### src/rtl/stopwatch_ctrl.sv
// stopwatch_ctrl: front end of the stopwatch -- button conditioning, IDLE/RUN/PAUSE control,
//   and the prescaler that paces the cascaded BCD digit chain.
// Latency: raw button rise -> press pulse DEBOUNCE_CYC+3 clk (+1 async sampling); press -> state +1 clk.
// Backpressure: none; tick_o/cnt_clr_o are fire-and-forget single-cycle pulses to the digit chain.
//
// Ports:
//   clk_i      system clock (50 MHz nominal)
//   rst_i      asynchronous reset, active-high
//   btn_go_i   raw start/stop pushbutton, asynchronous to clk_i
//   btn_clr_i  raw clear pushbutton, asynchronous to clk_i
//   tick_o     one-cycle enable for the least-significant digit counter
//   cnt_clr_o  one-cycle synchronous clear for the whole digit chain
//   running_o  high while in RUN
//   paused_o   high while in PAUSE

// stopwatch_debounce: synchronise one raw button, debounce it, emit a one-cycle press pulse.
// Latency: clean raw rise -> press_o high DEBOUNCE_CYC+3 clk later.
// Backpressure: none; a held button yields exactly one pulse, releases yield none.
module stopwatch_debounce #(
    parameter int DEBOUNCE_CYC = 1000000
) (
    input  logic clk_i,
    input  logic rst_i,
    input  logic btn_i,
    output logic press_o
);

    localparam int            CW       = $clog2(DEBOUNCE_CYC);
    localparam logic [CW-1:0] CNT_LAST = CW'(DEBOUNCE_CYC - 1);

    logic          sync1_q;
    logic          sync2_q;
    logic          db_q;
    logic          db_d;
    logic          db_prev_q;
    logic [CW-1:0] cnt_q;
    logic [CW-1:0] cnt_d;
    logic          press_q;

    // The counter only runs while the synchronised level disagrees with the
    // accepted level; any agreeing cycle restarts the qualification window,
    // so a glitch shorter than DEBOUNCE_CYC cycles never flips db_q.
    always_comb begin
        db_d  = db_q;
        cnt_d = '0;
        if (sync2_q != db_q) begin
            if (cnt_q == CNT_LAST) begin
                db_d = ~db_q;
            end else begin
                cnt_d = cnt_q + CW'(1);
            end
        end
    end

    always_ff @(posedge clk_i or posedge rst_i) begin
        if (rst_i) begin
            sync1_q   <= 1'b0;
            sync2_q   <= 1'b0;
            db_q      <= 1'b0;
            cnt_q     <= '0;
            db_prev_q <= 1'b0;
            press_q   <= 1'b0;
        end else begin
            sync1_q   <= btn_i;
            sync2_q   <= sync1_q;
            db_q      <= db_d;
            cnt_q     <= cnt_d;
            db_prev_q <= db_q;
            // Rising edge of the accepted level only; release is silent.
            press_q   <= db_q & ~db_prev_q;
        end
    end

    assign press_o = press_q;

endmodule

module stopwatch_ctrl #(
    parameter int PRESCALE     = 500000,
    parameter int DEBOUNCE_CYC = 1000000
) (
    input  logic clk_i,
    input  logic rst_i,
    input  logic btn_go_i,
    input  logic btn_clr_i,
    output logic tick_o,
    output logic cnt_clr_o,
    output logic running_o,
    output logic paused_o
);

    localparam int            PW         = $clog2(PRESCALE);
    localparam logic [PW-1:0] PRESC_LAST = PW'(PRESCALE - 1);

    typedef enum logic [1:0] {
        ST_IDLE  = 2'd0,
        ST_RUN   = 2'd1,
        ST_PAUSE = 2'd2
    } state_t;

    logic          go_p;
    logic          clr_p;
    state_t        state_q;
    logic [PW-1:0] presc_q;
    logic [PW-1:0] presc_d;
    logic          presc_last;
    logic          cnt_clr_q;
    logic          running_q;
    logic          paused_q;

    stopwatch_debounce #(
        .DEBOUNCE_CYC (DEBOUNCE_CYC)
    ) u_db_go (
        .clk_i   (clk_i),
        .rst_i   (rst_i),
        .btn_i   (btn_go_i),
        .press_o (go_p)
    );

    stopwatch_debounce #(
        .DEBOUNCE_CYC (DEBOUNCE_CYC)
    ) u_db_clr (
        .clk_i   (clk_i),
        .rst_i   (rst_i),
        .btn_i   (btn_clr_i),
        .press_o (clr_p)
    );

    // Prescaler advances only in RUN, so PAUSE freezes it and a resume
    // continues the partially elapsed tick period rather than restarting it.
    always_comb begin
        presc_last = (presc_q == PRESC_LAST);
        presc_d    = presc_q;
        if (state_q == ST_RUN) begin
            presc_d = presc_last ? '0 : presc_q + PW'(1);
        end
    end

    // The prescaler step is taken before the state decision, so a go press on
    // the terminal RUN cycle still lets that cycle's tick count and the wrap to
    // 0 is what PAUSE holds. Clear is evaluated first so it beats a
    // simultaneous go press.
    always_ff @(posedge clk_i or posedge rst_i) begin
        if (rst_i) begin
            state_q   <= ST_IDLE;
            presc_q   <= '0;
            cnt_clr_q <= 1'b0;
            running_q <= 1'b0;
            paused_q  <= 1'b0;
        end else begin
            cnt_clr_q <= 1'b0;
            presc_q   <= presc_d;
            if (clr_p) begin
                state_q   <= ST_IDLE;
                presc_q   <= '0;
                cnt_clr_q <= 1'b1;
                running_q <= 1'b0;
                paused_q  <= 1'b0;
            end else begin
                case (state_q)
                    ST_IDLE: begin
                        if (go_p) begin
                            state_q   <= ST_RUN;
                            presc_q   <= '0;
                            running_q <= 1'b1;
                            paused_q  <= 1'b0;
                        end
                    end
                    ST_RUN: begin
                        if (go_p) begin
                            state_q   <= ST_PAUSE;
                            running_q <= 1'b0;
                            paused_q  <= 1'b1;
                        end
                    end
                    ST_PAUSE: begin
                        if (go_p) begin
                            state_q   <= ST_RUN;
                            running_q <= 1'b1;
                            paused_q  <= 1'b0;
                        end
                    end
                    default: begin
                        // Unused encoding: fall back to a clean IDLE.
                        state_q   <= ST_IDLE;
                        presc_q   <= '0;
                        running_q <= 1'b0;
                        paused_q  <= 1'b0;
                    end
                endcase
            end
        end
    end

    assign tick_o    = (state_q == ST_RUN) && presc_last;
    assign cnt_clr_o = cnt_clr_q;
    assign running_o = running_q;
    assign paused_o  = paused_q;

endmodule

### config.mk
export PLATFORM = sky130hd
export DESIGN_NAME = stopwatch_ctrl
export DESIGN_NICKNAME = d
export VERILOG_FILES = /design/src/rtl/stopwatch_ctrl.sv
export SDC_FILE = /design/constraint.sdc
export NUM_CORES = 1
export LEC_CHECK = 0
export BUFFER_PORTS_ARGS = -buffer_cell sky130_fd_sc_hd__buf_2
export CAP_MARGIN = 0
export CELL_PAD_IN_SITES_DETAIL_PLACEMENT = 1
export CELL_PAD_IN_SITES_GLOBAL_PLACEMENT = 2
export CORE_MARGIN = 2
export CORE_UTILIZATION = 37
export DETAILED_ROUTE_END_ITERATION = 10
export GPL_TIMING_DRIVEN = 0
export PLACE_DENSITY_LB_ADDON = 0.08
export SKIP_LAST_GASP = 1
export SLEW_MARGIN = 20
export SYNTH_ARGS = -nofsm -noshare
export SYNTH_HDL_FRONTEND = slang
export SYNTH_SLANG_ARGS = --single-unit
### constraint.sdc
create_clock -name clk_i -period 2.04 [get_ports clk_i]
set_input_delay 0.204 -clock clk_i [delete_from_list [all_inputs] [get_ports clk_i]]
set_output_delay 0.204 -clock clk_i [all_outputs]
set_load 0.01 [all_outputs]
======== Yosys cells after proc, flatten, opt, wreduce, memory -nomap -nowiden ========
Index checks and enable logic that the tools add are counted.
storage, ports and cells
  input bits .............................. 4
  output and inout bits ................... 4
  register bits after elaboration ......... 74
operators by class
  reductions and logical operators ........ 7
  eq/ne operators ......................... 9
  bitwise gates (word level) .............. 6
  muxes and demuxes ....................... 20
  add/subtract/negate cells ............... 3
operators by type and width
  operator                                                                 count
  20-bit 2-to-1 mux                                                        4
  19-bit 2-to-1 mux                                                        4
  20-bit by 1-bit adder with 20-bit output, second input constant          2
  20-bit equality test, second input constant                              2
  19-bit one-hot mux with 2 select lines                                   1
  19-bit by 1-bit adder with 19-bit output, second input constant          1
  19-bit equality test, second input constant                              1
  2-bit 2-to-1 mux                                                         3
  3-bit by 1-bit inequality test with 1-bit output, second input constant  2
  2-bit AND reduction                                                      3
  1-bit 2-to-1 mux                                                         5
  1-bit inverter                                                           4
  1-bit one-hot mux with 2 select lines                                    2
  2-bit one-hot mux with 2 select lines                                    1
  2-bit OR reduction                                                       2
  1-bit AND                                                                2
  2-bit by 1-bit equality test with 1-bit output, second input constant    1
  2-bit equality test, second input constant                               1
  2-bit zero test                                                          1
  1-bit inequality test                                                    2
  1-bit logical AND                                                        1

======== Longest topological paths before layout ========
  word-level depth ........................ 6
  gate-level depth with buffers ........... 9
  mapped depth without buffers ............ 6

======== By module ========
Synthesis repeated with hierarchy kept, for this count alone.
second synthesis, totals
  cells, all modules ...................... 353
  area total of the unflattened synthesis .. 3569.7 um^2
modules (own cells, without submodules)
  module              seq. area each (um^2)  cells each  area each (um^2)  instances
  stopwatch_debounce  625.6                  114         1168.6            2
  stopwatch_ctrl      550.5                  125         1232.4            1

======== Worst setup path after synthesis ========
Ideal clock, no wire load.
  kind .................................... reg2reg
  from .................................... register paused_o (netlist name)
  to ...................................... register presc_q[10]
  arrival time ............................ 2056 ps
  setup slack ............................. -138 ps
  buffers on the path ..................... 3
  library setup time ...................... 121 ps
  cell stages (with the launch flop) ...... 10
  required time ........................... 1919 ps
  path through ............................ dfrtp_1 inv_1 ha_1 buf_2 and4_1 clkbuf_1 nand4_1 o31ai_4 buf_2 nor2_1
RTL lines
  what                  line  source
  end signal, assigned  152   presc_q <= presc_d;
  end, declared         104   logic [PW-1:0] presc_q;

======== Worst setup path in the final report ========
  from .................................... register u_db_go.cnt_q[12]
  to ...................................... register u_db_go.cnt_q[9]
between the ends
  word-level cells in the longest chain between the ends .. 3
RTL lines
  what                        line  source
  start, declared             36    logic [CW-1:0] cnt_q;
  start signal, assigned      67    cnt_q <= cnt_d;
  20-bit equality test        47    if (cnt_q == CNT_LAST) begin
  20-bit 2-to-1 mux           47
  20-bit 2-to-1 mux           46    if (sync2_q != db_q) begin
  named net u_db_go.cnt_d[9]  37    logic [CW-1:0] cnt_d;
The timed path passes the listed nets, and every way through them passes these cells.
A chain may end at the register's enable or synchronous reset.

==> results_dict.tcl <==
set metrics [dict create \
    cpMaxStageDelayCell "or4_4" \
    synth_area_leader_cell "dfrtp_1" \
    synth_top_cells_by_count "dfrtp_1, nor2_1, xor2_1" \
    synth.most_common_cell "dfrtp_1" \
    crit_fanout 5 \
    syn_area_per_cell_um2 9.95 \
    grt_pass1_wl_mm 14.3 \
    grt_max_degree 42 \
    dr_wl_met2_mm 3.98 \
    critical_path_buf_inv_count 2 \
    cts.clk_slew.worst_paths_ns 0.08 \
    slew_viol_final 0 \
    vias 2751 \
    wire_per_inst_um 15.7 \
    fin_ws_ns -0.0506 \
    fmax_ghz 0.478 \
    rows 35 \
    die_area_mm2 0.0103 \
    fp.coreArea_mm2 0.00924 \
    vias_per_cell 5.15 \
    syn-cell-area_mm2 0.00351 \
    fillerInstances 1042 \
    slew_headroom_pct 70.5 \
    worstPathRequired_ns 2.27 \
    total_power_mw 2.84 \
    drc 0 \
    die_w_um 101 \
    peakVddDrop_v 0.000271 \
    crit_arrival_ns 2.32 \
    wl_met3_um 126 \
    start_util_pct 38.0 \
    ant_nets 0 \
    path_delay_family "simple AND/OR/NAND/NOR gates" \
    grtUsageTotal_pct 17.8 \
    ys_seq_elements 72 \
    period_share_pct 102 \
    rsz0062_at_grt "true" \
    wl_met1_mm 4.12 \
    cts_made_buffers 9 \
    dr.max_layer_used "met4" \
    worstSetupPathType "reg2reg" \
    failed_checks "setup timing" \
    start_kind "flip-flop" \
    port_buffers 7 \
    dr.first_iter.drc_count 69 \
    ys_warn_count 0 \
    seq_area_mm2 0.00181 \
    setup_viol 18 \
    clockBufferDepth 2 \
    place_hpwl_mm 5.31 \
    synthArstFlopShare_pct 100 \
    fin_crit_ns 2.09 \
    synth_edf_count 0 \
    cts-htree-levels 3 \
    fin_area_mm2 0.00428 \
    insertion_delay_ns 0.35 \
    clockRootBuffer "clkbuf_8" \
    synth_top_area_share_pct 51.3 \
    placed_area_mm2 0.00374 \
    drv_cap 0 \
    hold_class "reg2reg" \
    cts.sinks 72 \
    power_density_mw_per_mm2 663 \
    status "finished with violations" \
    cts_tree "built" \
    antenna_cells 0 \
    dieHeight_um 101 \
    antenna_found_initial 0 \
    p_leak_nw 1.83 \
    ys.flop_type "dfrtp_1" \
    first_global_vias 2847 \
    whs_ns 0.360 \
    final_nets 411 \
    synth.area.top_cells "dfrtp_1, xor2_1, nor2_1" \
    max_slew.worst_pin.slew_ns 0.443 \
    seq_area_frac_synth_pct 51.3 \
    drt_pass1_iterations 4 \
    grt_overflow 0 \
    finalWirelength_mm 8.39 \
    hold_viol_final 0 \
    syn_inst 353 \
    synthDistinctLibCells 36 \
    ios 8 \
    multiInputGateArea_mm2 0.00169 \
    pre_cts_ws_ns -0.354 \
    max_stage_delay_ns 0.57 \
    syn_nets 364 \
    path_cells "or4_1 > or4_4 > o21ai_4 > buf_6 > buf_6 > nor2_1" \
    fin_skew_ns 0.0149 \
    crit_top_cell "buf_6" \
    place_congestion 0.755 \
    drive_gt1_share_pct 21.0 \
    area_delta_synth_final_pct 21.8 \
    end_kind "flip-flop" \
]
## layer usage
| layer | global-route usage, % | up-vias |
|---|---|---|
| li1 | - | 1341 |
| met1 | 24.3 | 1382 |
| met2 | 28.1 | 16 |
| met3 | 2.97 | 12 |
| met4 | 7.48 | 0 |
| met5 | 0 | - |
## cells in the final DEF (no fill, tap or decap), types with 2 or more instances in the layout
cell	netlist	layout
ha_1	7	6
o21ai_0	10	10
or3_1	7	7
nand4_1	17	17
dfrtp_2	0	3
xnor2_1	15	15
dfrtp_1	72	69
buf_6	0	5
nor4b_1	2	2
mux2_2	2	2
inv_1	7	5
and3_1	7	7
nor3_1	7	6
xor2_1	25	25
buf_4	0	24
nand3_1	24	23
or4b_4	1	2
clkinvlp_4	0	2
clkbuf_8	0	11
nor4_1	5	5
nor2_1	50	42
buf_2	6	10
nor2_2	0	8
dlygate4sd3_1	0	3
and4_1	7	7
o31ai_1	8	8
nand2_1	21	21
nor2b_1	3	3
a21oi_1	16	16
clkbuf_1	8	6
bufinv_16	0	2
or4_1	11	10
and2_1	3	3
## sequential cells by signal (all words and copies together) (netlist names)
| signal | count |
|---|---|
| u_db_clr.cnt_q | 20 |
| u_db_go.cnt_q | 20 |
| presc_q | 19 |
| cnt_clr_o | 1 |
| paused_o | 1 |
| running_o | 1 |
| u_db_clr.db_prev_q | 1 |
| u_db_clr.db_q | 1 |
| u_db_clr.press_o | 1 |
| u_db_clr.sync1_q | 1 |
| u_db_clr.sync2_q | 1 |
| u_db_go.db_prev_q | 1 |
| u_db_go.db_q | 1 |
| u_db_go.press_o | 1 |
| u_db_go.sync1_q | 1 |
| u_db_go.sync2_q | 1 |
## final timing paths
check | slack, ns | startpoint | cells after the start | endpoint
min in group asynchronous | 0.43 | rst_i | 3 | paused_o$_DFFE_PP0P_
worst max register to register | -0.05 | u_db_go.cnt_q[12]$_DFF_PP0_ | 6 | u_db_go.cnt_q[9]$_DFF_PP0_
worst max-delay path | -0.05 | u_db_go.cnt_q[12]$_DFF_PP0_ | 6 | u_db_go.cnt_q[9]$_DFF_PP0_
max in group asynchronous | 1.01 | rst_i | 4 | u_db_go.cnt_q[6]$_DFF_PP0_
worst min-delay path | 0.36 | u_db_go.sync1_q$_DFF_PP0_ | 0 | u_db_go.sync2_q$_DFF_PP0_
worst min register to register | 0.36 | u_db_go.sync1_q$_DFF_PP0_ | 0 | u_db_go.sync2_q$_DFF_PP0_
## power breakdown
group	switching [mW]	internal (mW)	total (mW)
logic	0.0645	0.0317	0.0962
registers	0.0122	1.44	1.45
clock network	0.568	0.721	1.29
## metrics by stage
stage                     TNS (ns)  utilization [%]  instances
after floorplan                  0                -        353
after global placement      -85.07             40.2        489
after detailed placement     -8.31             40.5        490
after CTS                  -0.0250             44.6        522
after global routing         -1.71             46.3        534
final                       -0.376             46.3        534
## cells by family (layout without fill, tap and decap cells)
logic type / after synthesis / count (layout) / synth area share [%]
AOI/OAI and AO/OA: 38 / 38 / 6.63
xor gates and xnor gates: 40 / 40 / 9.98
adders and majority gates: 7 / 7 / 2.49
buffers and inverters: 21 / 73 / 2.46
DFF: 72 / 72 / 51.3
muxes: 3 / 3 / 0.926
and+or+nand+nor: 172 / 172 / 26.2
## final cells by class
cell class,instances,share of cell area [%]
Buffer,13,1.99
Clock buffer,11,3.30
Clock inverter,5,1.87
Inverter,7,0.673
Multi-Input combinational cell,260,39.4
Sequential cell,72,42.2
Tap cell,129,3.77
Timing Repair Buffer,37,6.81
## worst register-to-register path, cell delays in order, from the launching register on
cell	delay (ns)
dfrtp_1	0.40
or4_1	0.54
or4_4	0.57
o21ai_4	0.16
buf_6	0.13
buf_6	0.13
nor2_1	0.06
## repair_timing
item | 4_1_cts | 5_1_grt
gates cloned | 1 | 1
pin swaps | 2 | 8
hold buffers | 3 | 0
setup endpoints to repair | 60 | 59
resized for setup | 14 | 24
buffers inserted | 12 | 12
hold endpoints to repair | 33 | 0
Power figures use the tool's default switching activity.
